===== config.mk =====
export PLATFORM = sky130hd
export DESIGN_NAME = fnd_scan_sched
export DESIGN_NICKNAME = d
export VERILOG_FILES = /design/src/rtl/fnd_scan_sched.sv
export SDC_FILE = /design/constraint.sdc
export NUM_CORES = 1
export LEC_CHECK = 0
export BUFFER_PORTS_ARGS = -buffer_cell sky130_fd_sc_hd__buf_2
export CORE_MARGIN = 3
export CORE_UTILIZATION = 45
export DETAILED_ROUTE_END_ITERATION = 8
export GPL_TIMING_DRIVEN = 0
export PLACE_DENSITY = 0.72
export RECOVER_POWER = 25
export SKIP_LAST_GASP = 1
export SLEW_MARGIN = 20
export SYNTH_ARGS = -nofsm -noshare
export SYNTH_HDL_FRONTEND = slang
export SYNTH_SLANG_ARGS = --single-unit

===== constraint.sdc =====
create_clock -name i_clk -period 3.98 [get_ports i_clk]
set_input_delay 0.796 -clock i_clk [delete_from_list [all_inputs] [get_ports i_clk]]
set_output_delay 0.796 -clock i_clk [all_outputs]
set_load 0.02 [all_outputs]

===== src/rtl/fnd_scan_sched.sv =====
// fnd_scan_sched
//   Time-multiplexed scan controller and display arbiter for a 4-digit
//   common-anode FND. A prescaler steps through the digits. The shown 16-bit
//   value is either the free-running background value or an overlay value.
//   An overlay request shows its value for HOLD_FRAMES full frames, then the
//   display goes back to the background value.
//
//   Optional feature: define FND_BLANK_LZ_EN to blank leading zeros on
//   digits 1..3. When it is undefined, every digit shows its decoded nibble.
//
// Parameters
//   DIV          clocks per digit scan tick (>= 2)
//   HOLD_FRAMES  full frames an accepted overlay is displayed (>= 1)
//
// Ports
//   i_clk        system clock, rising edge
//   i_reset_n    asynchronous active-low reset
//   i_val        background value; nibble 0 drives digit 0
//   i_irq_req    overlay request (level)
//   i_irq_val    overlay value, captured on acceptance
//   o_irq_ack    one-cycle acceptance pulse
//   o_busy       high while the overlay state is active (FSM state view)
//   o_digit_sel  active-low digit enables, one-hot-zero
//   o_seg        active-low segments {dp,g,f,e,d,c,b,a}; dp is always off
//
// Handshake: a request is accepted on any edge where i_irq_req is high and
//   o_irq_ack is low. o_irq_ack is high for exactly the next cycle. A request
//   that is still high while ack is high is ignored. The requester drops the
//   request in the cycle after ack. If the request is still high one cycle
//   later, it counts as a new request.
module fnd_scan_sched #(
    parameter int DIV         = 10_000,
    parameter int HOLD_FRAMES = 500
) (
    input  logic        i_clk,
    input  logic        i_reset_n,
    input  logic [15:0] i_val,
    input  logic        i_irq_req,
    input  logic [15:0] i_irq_val,
    output logic        o_irq_ack,
    output logic        o_busy,
    output logic [3:0]  o_digit_sel,
    output logic [7:0]  o_seg
);

    localparam int CNT_W  = $clog2(DIV);
    localparam int HOLD_W = $clog2(HOLD_FRAMES + 1);

    localparam logic [CNT_W-1:0]  CNT_LAST   = CNT_W'(DIV - 1);
    localparam logic [HOLD_W-1:0] HOLD_FULL  = HOLD_W'(HOLD_FRAMES);
    // When acceptance lands on a boundary, that frame is overlay frame 1.
    localparam logic [HOLD_W-1:0] HOLD_FIRST = HOLD_W'(HOLD_FRAMES - 1);

    localparam logic [0:0] ST_IDLE    = 1'b0;
    localparam logic [0:0] ST_OVERLAY = 1'b1;

    logic [CNT_W-1:0]  r_cnt;
    logic [1:0]        r_idx;
    logic [15:0]       r_disp;
    logic [15:0]       r_irq_val;
    logic [HOLD_W-1:0] r_hold;
    logic [0:0]        r_state;

    logic [CNT_W-1:0]  nxt_cnt;
    logic [1:0]        nxt_idx;
    logic [15:0]       nxt_disp;
    logic [15:0]       nxt_irq_val;
    logic [HOLD_W-1:0] nxt_hold;
    logic [0:0]        nxt_state;
    logic              nxt_ack;
    logic [3:0]        nxt_nib;
    logic [7:0]        nxt_seg;

    logic tick;
    logic boundary;
    logic accept;

    function automatic logic [7:0] hex_to_seg(input logic [3:0] n);
        logic [7:0] s;
        case (n)
            4'h0: s = 8'hC0;  4'h1: s = 8'hF9;  4'h2: s = 8'hA4;  4'h3: s = 8'hB0;
            4'h4: s = 8'h99;  4'h5: s = 8'h92;  4'h6: s = 8'h82;  4'h7: s = 8'hF8;
            4'h8: s = 8'h80;  4'h9: s = 8'h90;  4'hA: s = 8'h88;  4'hB: s = 8'h83;
            4'hC: s = 8'hC6;  4'hD: s = 8'hA1;  4'hE: s = 8'h86;  default: s = 8'h8E;
        endcase
        return s;
    endfunction

    assign tick     = (r_cnt == CNT_LAST);
    assign boundary = tick && (r_idx == 2'd3);
    assign accept   = i_irq_req && !o_irq_ack;

    assign nxt_cnt = tick ? '0 : r_cnt + 1'b1;
    assign nxt_idx = tick ? r_idx + 2'd1 : r_idx;

    always_comb begin
        nxt_state   = r_state;
        nxt_disp    = r_disp;
        nxt_hold    = r_hold;
        nxt_irq_val = r_irq_val;
        nxt_ack     = 1'b0;
        if (accept) begin
            nxt_irq_val = i_irq_val;
            nxt_state   = ST_OVERLAY;
            nxt_ack     = 1'b1;
            if (boundary) begin
                // Bypass so the new value appears on this very edge.
                nxt_disp = i_irq_val;
                nxt_hold = HOLD_FIRST;
            end else begin
                nxt_hold = HOLD_FULL;
            end
        end else if (boundary) begin
            if (r_state == ST_OVERLAY && r_hold != '0) begin
                nxt_hold = r_hold - 1'b1;
                nxt_disp = r_irq_val;
            end else begin
                nxt_state = ST_IDLE;
                nxt_disp  = i_val;
            end
        end
    end

    // Segments are decoded from the next index and next display value so
    // that o_seg and o_digit_sel update on the same edge.
    always_comb begin
        case (nxt_idx)
            2'd0:    nxt_nib = nxt_disp[3:0];
            2'd1:    nxt_nib = nxt_disp[7:4];
            2'd2:    nxt_nib = nxt_disp[11:8];
            default: nxt_nib = nxt_disp[15:12];
        endcase
    end

`ifdef FND_BLANK_LZ_EN
    logic blank;

    always_comb begin
        case (nxt_idx)
            2'd1:    blank = (nxt_disp[15:4]  == 12'h000);
            2'd2:    blank = (nxt_disp[15:8]  == 8'h00);
            2'd3:    blank = (nxt_disp[15:12] == 4'h0);
            default: blank = 1'b0;
        endcase
    end

    assign nxt_seg = blank ? 8'hFF : hex_to_seg(nxt_nib);
`else
    assign nxt_seg = hex_to_seg(nxt_nib);
`endif

    always_ff @(posedge i_clk or negedge i_reset_n) begin
        if (!i_reset_n) begin
            r_cnt       <= '0;
            r_idx       <= 2'd0;
            r_disp      <= 16'h0000;
            r_irq_val   <= 16'h0000;
            r_hold      <= '0;
            r_state     <= ST_IDLE;
            o_irq_ack   <= 1'b0;
            o_digit_sel <= 4'b1110;
            o_seg       <= 8'hC0;
        end else begin
            r_cnt       <= nxt_cnt;
            r_idx       <= nxt_idx;
            r_disp      <= nxt_disp;
            r_irq_val   <= nxt_irq_val;
            r_hold      <= nxt_hold;
            r_state     <= nxt_state;
            o_irq_ack   <= nxt_ack;
            o_digit_sel <= ~(4'b0001 << nxt_idx);
            o_seg       <= nxt_seg;
        end
    end

    assign o_busy = (r_state == ST_OVERLAY);

endmodule


==> impl_metrics.tcl, run 1 <==
set metrics [dict create \
    syn2layout_area_growth_pct 17.91 \
    detail_route.first_pass.iterations 4 \
    io_buffer_count 47 \
    arrival_ns 3.92 \
    htreeDepth 3 \
    grt_busiest_layer "met2" \
    fmax_mhz 271.3 \
    start_util 0.4689 \
    vias 3044 \
    dieArea_um2 9253 \
    num_antenna_cells 0 \
    drv_slew 0 \
    grt_use_met2 0.3427 \
    irDropWorstVdd_mv 0.1383 \
    row_count 32 \
    cts.sinks 70 \
    pre_cts_slack_ns 0.07704 \
    crit_family "simple AND/OR/NAND/NOR gates" \
    setup-tns-final_ns 0 \
    crit_chain "or4_4 -> nor4_1 -> nand2_1 -> o22ai_1 -> inv_1 -> o221ai_1 -> inv_1 -> ha_1 -> mux2_2 -> mux2_2" \
    worstHoldStart "r_cnt[0]$_DFF_PN0_" \
    crit_type "flop to flop" \
    crit_start "r_cnt[7]$_DFF_PN0_" \
    clock_path_buffers 2 \
    finalCritPeriodShare 0.9261 \
    maxCapViolations 0 \
    startpoint_type "flop" \
    worstPathMaxFanout 5 \
    grt_pass1_wl_um 14610 \
    initialDrtViolationCount 186 \
    die_w_um 96.20 \
    drive_above_1_share 0.2061 \
    synth-seq-cells 70 \
    overflow 0 \
    clock_latency_ns 0.35 \
    synth_ff_type "dfrtp_1" \
    fin_cells 558 \
    syn_nets 432 \
    clk_pin_slew_ns 0.07 \
    period_needed_ns 3.686 \
    grt_use_total 0.2082 \
    layout.nets 496 \
    avgSynthCellArea_um2 9.460 \
    worst_pin_slew_ns 1.247 \
    antenna_found_initial 0 \
    dieHeight_um 96.20 \
    grt_max_degree 52 \
    yosysWarnings 0 \
    gp_congestion 0.8282 \
    core_area_um2 7807 \
    path_buf_inv 2 \
    cpPeakStageDelay_ns 0.60 \
    met3_usage 0.06099 \
    r2r_start "r_cnt[7]$_DFF_PN0_" \
    status "complete, no violations" \
    grtUsageMet1 0.2584 \
    synthesis.area_um2 3661 \
    dp_cells 537 \
    fin_skew_ns 0.01086 \
    grt_pass1_vias 3028 \
    cpMaxStageDelayCell "or4_4" \
    synthCells 387 \
    clock_tree.root_cell "clkbuf_8" \
    wire_per_inst_um 16.04 \
    yosysUniqueCellTypes 63 \
    end_kind "flop" \
    slew_headroom 0.1690 \
    hold_violations 0 \
    seq_area_frac_synth 0.4798 \
    cp_data_required_time_ns 4.22 \
    drc_errors 0 \
    cts_tree "built" \
    power.total_mw 1.540 \
    postSynth.asyncResetShare 1.000 \
    cts_inserted_buffers 9 \
    finalSetupViolations 0 \
    ioPinCount 49 \
    total_leakage_power_nw 2.055 \
    drt-total-wl_um 8948 \
    min-delay-path-class "flop to flop" \
    vias_per_cell 5.455 \
    dp_hpwl_um 6308 \
    layout_setup_ws_ns 0.2942 \
    route.antenna.remaining_nets 0 \
    rrSetupSlack_ns 0.29 \
    synth_edf_count 0 \
    rsz0062_at_grt "false" \
    hold_buffers 0 \
    power.density_nw_per_um2 356.8 \
]
## cell usage in the layout, fill, tap and decap left out, drive strengths merged, types with 2 or more instances in the layout
cell type / n
and3b: 2
mux2: 3
and3: 3
bufinv: 2
o21ai: 15
nand4: 5
nor2b: 4
buf: 60
nor4: 6
nor2: 27
a2bb2oi: 2
o211ai: 4
a21oi: 17
a31oi: 2
mux2i: 5
nand3: 14
a211o: 4
ha: 10
o22ai: 3
clkinv: 2
or4: 2
inv: 12
xor2: 8
a21o: 10
dfrtp: 66
a21boi: 2
clkbuf: 24
nand4b: 2
nand2: 83
xnor2: 12
a22o: 3
a21bo: 4
a211oi: 5
dfstp: 4
nor3: 13
## path summary, 6_finish.rpt
check,cells past startpoint,to
max in group asynchronous,2,o_seg[0]$_DFF_PN0_
hold reg to reg,1,r_cnt[0]$_DFF_PN0_
min in group asynchronous,1,r_irq_val[0]$_DFFE_PN0P_
setup / recovery,10,o_seg[3]$_DFF_PN0_
setup reg to reg,10,o_seg[3]$_DFF_PN0_
hold / removal,1,r_cnt[0]$_DFF_PN0_
## synthesized netlist by cell type, drive strengths merged (3+ instances only)
cell,number,share of area
nor3,13,0.018
mux2i,5,0.014
nor2b,4,0.0068
dfrtp,66,0.45
a21oi,17,0.023
a21o,10,0.021
xor2,8,0.019
o211ai,4,0.0096
inv,12,0.012
xnor2,12,0.029
clkbuf,9,0.0092
nand2,83,0.087
nand4,5,0.010
nor2,27,0.028
nor4,6,0.022
mux2,3,0.0092
o22ai,3,0.0051
a21bo,4,0.011
ha,10,0.034
o21ai,15,0.021
dfstp,4,0.029
a211oi,5,0.010
a211o,4,0.0096
a22o,3,0.0072
and3,3,0.0051
nand3,14,0.021
buf,9,0.015
## flip-flops by register name, summed over array words and instances (netlist names)
name	cells
o_seg	7
r_idx	2
r_cnt	14
o_digit_sel	4
o_busy	1
r_disp	16
o_irq_ack	1
r_hold	9
r_irq_val	16
## stage by stage
step | instance area (µm²) | util | hold slack [ns]
floorplan | 3661 | - | 0.4251
global placement | 4024 | 0.5154 | 0.4432
detailed placement | 4054 | 0.5192 | 0.4493
global route | 4317 | 0.5529 | 0.4784
finish | 4317 | 0.5529 | 0.4531
CTS | 4288 | 0.5492 | 0.3197
## power breakdown
part,internal [mW],switching [mW]
sequential,0.736,0.0133
clock,0.404,0.268
combinational,0.0440,0.0749
total,1.18,0.356
## timing repair
action / 4_1_cts / 5_1_grt
buffers inserted: 0 / 5
resized for setup: 0 / 2
endpoints found under the setup margin: 0 / 3
## metal layers
| metal | wire [µm] | share of wire |
|---|---|---|
| met5 | 0 | 0 |
| met4 | 178 | 0.020 |
| met3 | 577 | 0.064 |
| met2 | 4320 | 0.48 |
| met1 | 3872 | 0.43 |
## final cells by class
type,count,area [µm²]
timing repair buffer,53,276.5
tap,102,127.6
clock inverter,3,65.06
sequential,70,1757
multi-input combinational,286,1785
inverter,13,48.80
buffer,18,87.58
fill,727,3491
clock buffer,13,168.9
## logic make-up after synthesis
logic type	after synthesis	share of synthesized area
xor gates and xnor gates	20	0.04785
AOI/OAI and AO/OA	79	0.1487
buffers and inverters	31	0.03725
DFF	70	0.4798
other	1	0.001024
adders and majority gates	10	0.03418
muxes	8	0.02290
and+or+nand+nor	168	0.2283
Power figures use the tool's default switching activity.
==> inputs of run 2 (changes only) <==
- CORE_UTILIZATION: 45 -> 58
- PLACE_DENSITY: 0.72 -> 0.87
==> impl_metrics.tcl, run 2 (synthesis gave the netlist of run 1 again) <==
set metrics [dict create \
    drv_slew 73 \
    hold_violations 0 \
    ioPinCount 49 \
    met2_length_um 4227 \
    vias_per_cell 5.957 \
    grt_pass1_wl_um 14680 \
    maxCapViolations 2 \
    end_kind "flop" \
    cts_tree "built" \
    drt-met1-wl_um 3659 \
    die_w_um 85.45 \
    setup-tns-final_ns 0 \
    r2r_cells 10 \
    grt_use_total 0.2582 \
    crit_type "flop to flop" \
    syn2layout_area_growth_pct 16.68 \
    antenna_found_initial 0 \
    dp_hpwl_um 6096 \
    layout.nets 494 \
    num_antenna_cells 0 \
    cts.sinks 70 \
    drc_errors 0 \
    highest_layer "met4" \
    grt_pass1_vias 3033 \
    io_buffer_count 47 \
    drive_above_1_share 0.2026 \
    start_util 0.6076 \
    wire_per_inst_um 16.78 \
    r2r-end "o_seg[3]$_DFF_PN0_" \
    top_regs "r_disp: 16 flops, r_irq_val: 16 flops, r_cnt: 14 flops" \
    rsz0062_at_grt "false" \
    startpoint_type "flop" \
    finalCritPeriodShare 0.9392 \
    crit_end "o_seg[3]$_DFF_PN0_" \
    initialDrtViolationCount 293 \
    min-delay-path-class "flop to flop" \
    htreeDepth 3 \
    layout_commonest_cell "nand2_1" \
    finalSetupViolations 0 \
    rrSetupSlack_ns 0.24 \
    utilization 0.7089 \
    fillers 445 \
    gp_congestion 0.8475 \
    core_area_um2 6026 \
    fin_skew_ns 0.008874 \
    crit_cells 10 \
    overflow 0 \
    arrival_ns 3.99 \
    fmax_mhz 267.5 \
    route.antenna.remaining_nets 0 \
    irDropWorstVdd_mv 0.2968 \
    drt-total-wl_um 8877 \
    clock_tree.root_cell "clkbuf_8" \
    worstPathMaxFanout 5 \
    final_cell_mix "82 x nand2_1, 66 x dfrtp_1, 50 x buf_2" \
    crit_family "simple AND/OR/NAND/NOR gates" \
    path_buf_inv 2 \
    period_needed_ns 3.738 \
    crit_start "r_cnt[6]$_DFF_PN0_" \
    clock_latency_ns 0.36 \
    detail_route.first_pass.iterations 5 \
    cpPeakStageDelay_ns 0.59 \
    total_leakage_power_nw 2.043 \
    dieHeight_um 85.45 \
    vias 3151 \
    cts_inserted_buffers 9 \
    row_count 28 \
    failed_checks "capacitance limit, slew limit" \
    slew_headroom -0.1820 \
    crit_chain "or4_4 -> nor4_1 -> nand2_1 -> o22ai_1 -> inv_1 -> o221ai_1 -> inv_1 -> ha_1 -> mux2_2 -> mux2_2" \
    hold_buffers 0 \
    grt_max_degree 41 \
    status "finished with violations" \
    r2r_start "r_cnt[6]$_DFF_PN0_" \
    cp_data_required_time_ns 4.23 \
    cpMaxStageDelayCell "or4_4" \
    dieArea_um2 7302 \
    met3WireLength_um 754 \
    clk_pin_slew_ns 0.08 \
    power.density_nw_per_um2 359.1 \
    clock_path_buffers 2 \
    worst_pin_slew_ns 1.773 \
]
==> run 2: cell count changes in the layout (fill, tap and decap cells not counted), moves of 2 or more <==
cell,change
buf_4,-2
inv_6,+2
clkinvlp_4,+2
clkbuf_8,-2
==> run 2: timing repair <==
item,CTS,global route
resized for setup,0,2
buffers inserted,0,3
endpoints found under the setup margin,0,3
==> run 2: where the power goes <==
part / leakage [nW] / total [mW] / switching (mW) / internal, mW
Combinational: 1.11 / 0.119 / 0.0748 / 0.0445
Sequential: 0.823 / 0.749 / 0.0135 / 0.736
Clock: 0.110 / 0.665 / 0.291 / 0.374
==> run 2: layout make-up <==
class                           count  area (µm²)  share of cell area
Sequential cell                    70        1757              0.4112
Clock inverter                      6       92.59             0.02168
Tap cell                           75       93.84             0.02197
Buffer                             18       87.58             0.02050
Timing Repair Buffer               51       269.0             0.06298
Multi-Input combinational cell    286        1785              0.4180
Clock buffer                       10       137.6             0.03222
Inverter                           13       48.80             0.01142
==> run 2: through the flow <==
step                      hold slack, ns  cells  cell area, µm²  power [mW]  worst slack (ns)
after floorplan                   0.4251    387            3661      0.8247            0.7538
after global placement            0.4380    509            3990      0.8742            0.1765
after detailed placement          0.4591    510            4013      0.8817            0.1146
after CTS                         0.3738    526            4243       1.539           0.09936
after global routing              0.4897    529            4272       1.595            0.1066
final                             0.4706    529            4272       1.534            0.2421
==> run 2: how the worst min path moves through the flow <==
stage,startpoint,end,cells past startpoint
floorplan,r_cnt[0]$_DFF_PN0_,r_cnt[0]$_DFF_PN0_,1
global placement,r_cnt[0]$_DFF_PN0_,r_cnt[0]$_DFF_PN0_,1
detailed placement,r_disp[2]$_DFF_PN0_,r_disp[2]$_DFF_PN0_,2
CTS,i_reset_n,o_seg[4]$_DFF_PN0_,1
global route,r_cnt[0]$_DFF_PN0_,r_cnt[0]$_DFF_PN0_,1
finish,r_cnt[0]$_DFF_PN0_,r_cnt[0]$_DFF_PN0_,1
==> run 2: layer usage <==
layer  GRT usage  vias up
met1      0.3456     1493
met4      0.1022        0
li1            -     1464
met3     0.07087       28
met2      0.3997      166
met5           0        -
==> inputs of run 3 (changes only) <==
- CORE_UTILIZATION: 58 -> 55
- PLACE_DENSITY: 0.87 -> 0.84
==> impl_metrics.tcl, run 3 (synthesis gave the netlist of run 1 again) <==
set metrics [dict create \
    die_w_um 87.59 \
    layout_commonest_cell "nand2_1" \
    period_needed_ns 3.732 \
    slew_headroom -0.2419 \
    fin_cells 531 \
    top_regs "r_disp: 16 flops, r_irq_val: 16 flops, r_cnt: 14 flops" \
    end_kind "flop" \
    dp_cells 512 \
    crit_type "flop to flop" \
    io_buffer_count 47 \
    power.internal_mw 1.007 \
    drv_slew 43 \
    pre_cts_slack_ns 0.09711 \
    cts_tree "built" \
    rrSetupSlack_ns 0.25 \
    grt_pass1_wl_um 14350 \
    maxCapViolations 2 \
    cts.sinks 70 \
    arrival_ns 3.96 \
    finalCritPeriodShare 0.9377 \
    power.total_mw 1.347 \
    drt-total-wl_um 8870 \
    syn2layout_area_growth_pct 14.80 \
    setup-tns-final_ns 0 \
    cts_inserted_buffers 9 \
    seq_power_share 0.557 \
    rsz0062_at_grt "false" \
    clock_path_buffers 2 \
    fmax_mhz 267.9 \
    worst_pin_slew_ns 1.863 \
    whs_path_depth 1 \
    grt_use_total 0.2428 \
    r2r_cells 13 \
    clock_latency_ns 0.35 \
    r2r-end "o_seg[3]$_DFF_PN0_" \
    holdPathEnd "r_cnt[0]$_DFF_PN0_" \
    row_count 29 \
    vias 3176 \
    finalSetupViolations 0 \
    final_cell_mix "82 x nand2_1, 66 x dfrtp_1, 50 x buf_2" \
    start_util 0.5733 \
    antenna_found_initial 0 \
    netSwitchingPower_uw 339.9 \
    combPwrFrac 0.088 \
    cp_data_required_time_ns 4.21 \
    ioPinCount 49 \
    worstHoldStart "r_cnt[0]$_DFF_PN0_" \
    power.density_nw_per_um2 320.4 \
    clk_pin_slew_ns 0.07 \
    drive_above_1_share 0.1938 \
    fin_skew_ns 0.009511 \
    startpoint_type "flop" \
    drc_errors 0 \
    num_antenna_cells 0 \
    clock_tree.root_cell "clkbuf_8" \
    grt_max_degree 43 \
    detail_route.first_pass.iterations 5 \
    route.antenna.remaining_nets 0 \
    gp_congestion 0.8318 \
    layout.nets 494 \
    min-delay-path-class "flop to flop" \
    htreeDepth 3 \
    hold_violations 0 \
    dp_hpwl_um 6226 \
    worstPathMaxFanout 10 \
    initialDrtViolationCount 283 \
    clock_power_share 0.354 \
    r2r_start "r_hold[0]$_DFFE_PN0P_" \
    failed_checks "capacitance limit, slew limit" \
    status "finished with violations" \
    layout_setup_ws_ns 0.2478 \
    core_area_um2 6386 \
    vias_per_cell 5.981 \
    dieArea_um2 7671 \
    total_leakage_power_nw 2.012 \
    irDropWorstVdd_mv 0.2814 \
    overflow 0 \
    wire_per_inst_um 16.70 \
    grt_pass1_vias 3061 \
    dieHeight_um 87.59 \
    switching_share 0.2524 \
]
-- run 3: cell types whose count changed in the layout (fill, tap and decap cells not counted) --
cell / change
clkbuf_1: +5
bufinv_16: -2
clkinv_2: +2
clkinvlp_4: -2
inv_6: -2
clkbuf_8: -1
nor4_1: -1
nor4_2: +1
-- run 3: critical path, cell delays in order, from the launching register on --
cell	delay (ns)
dfrtp_1	0.42
inv_1	0.10
ha_1	0.15
nor4b_4	0.45
a21oi_1	0.26
buf_2	0.27
a21o_1	0.19
a21oi_1	0.10
o21ai_0	0.19
o221ai_1	0.49
inv_1	0.20
ha_1	0.27
mux2_2	0.27
mux2_2	0.26
-- run 3: what timing repair did --
action,CTS,global route
resized for setup,0,3
hold buffers,0,0
endpoints found under the setup margin,0,3
setup buffers,0,3
-- run 3: layer usage --
layer | up-vias | global-route usage | wire, µm | part of all wire
met4 | 0 | 0.08089 | 150 | 0.017
met5 | - | 0 | 0 | 0
met2 | 134 | 0.3932 | 4389 | 0.49
met1 | 1553 | 0.3181 | 3694 | 0.42
met3 | 18 | 0.06397 | 635 | 0.072
li1 | 1471 | - | - | -
-- run 3: worst max path at each step --
stage / startpoint / cells after the start / slack [ns] / end
after floorplan: r_cnt[7]$_DFF_PN0_ / 10 / 0.75 / o_seg[3]$_DFF_PN0_
after global placement: i_irq_req / 12 / 0.16 / o_seg[3]$_DFF_PN0_
after detailed placement: i_irq_req / 13 / 0.1 / o_seg[3]$_DFF_PN0_
after CTS: r_hold[0]$_DFFE_PN0P_ / 13 / 0.04 / o_seg[3]$_DFF_PN0_
after global routing: r_hold[0]$_DFFE_PN0P_ / 13 / 0.02 / o_seg[3]$_DFF_PN0_
final: r_hold[0]$_DFFE_PN0P_ / 13 / 0.25 / o_seg[3]$_DFF_PN0_
-- run 3: area by class of cell --
class | count | area, µm²
fillers | 513 | 2183
multi-input cells | 286 | 1792
inverters | 13 | 48.80
clock buffers | 14 | 142.6
flip-flops and latches | 70 | 1757
plain buffers | 18 | 87.58
well taps | 77 | 96.34
repair buffers | 51 | 269.0
clock inverters | 2 | 10.01
-- run 3: metrics by stage --
stage                     instance area (µm²)  hold slack, ns  utilization
after floorplan                          3661          0.4251            -
after global placement                   3993          0.4381       0.6252
after detailed placement                 4015          0.4510       0.6287
after CTS                                4168          0.3726       0.6526
after global routing                     4203          0.4728       0.6581
final                                    4203          0.4579       0.6581
-- run 3: power by group through the flow --
stage	clock network [mW]	logic, mW	registers, mW
detailed placement	0	0.121	0.763
CTS	0.484	0.122	0.750
floorplan	0	0.0635	0.761
global route	0.518	0.134	0.752
finish	0.477	0.119	0.750
global placement	0	0.114	0.761
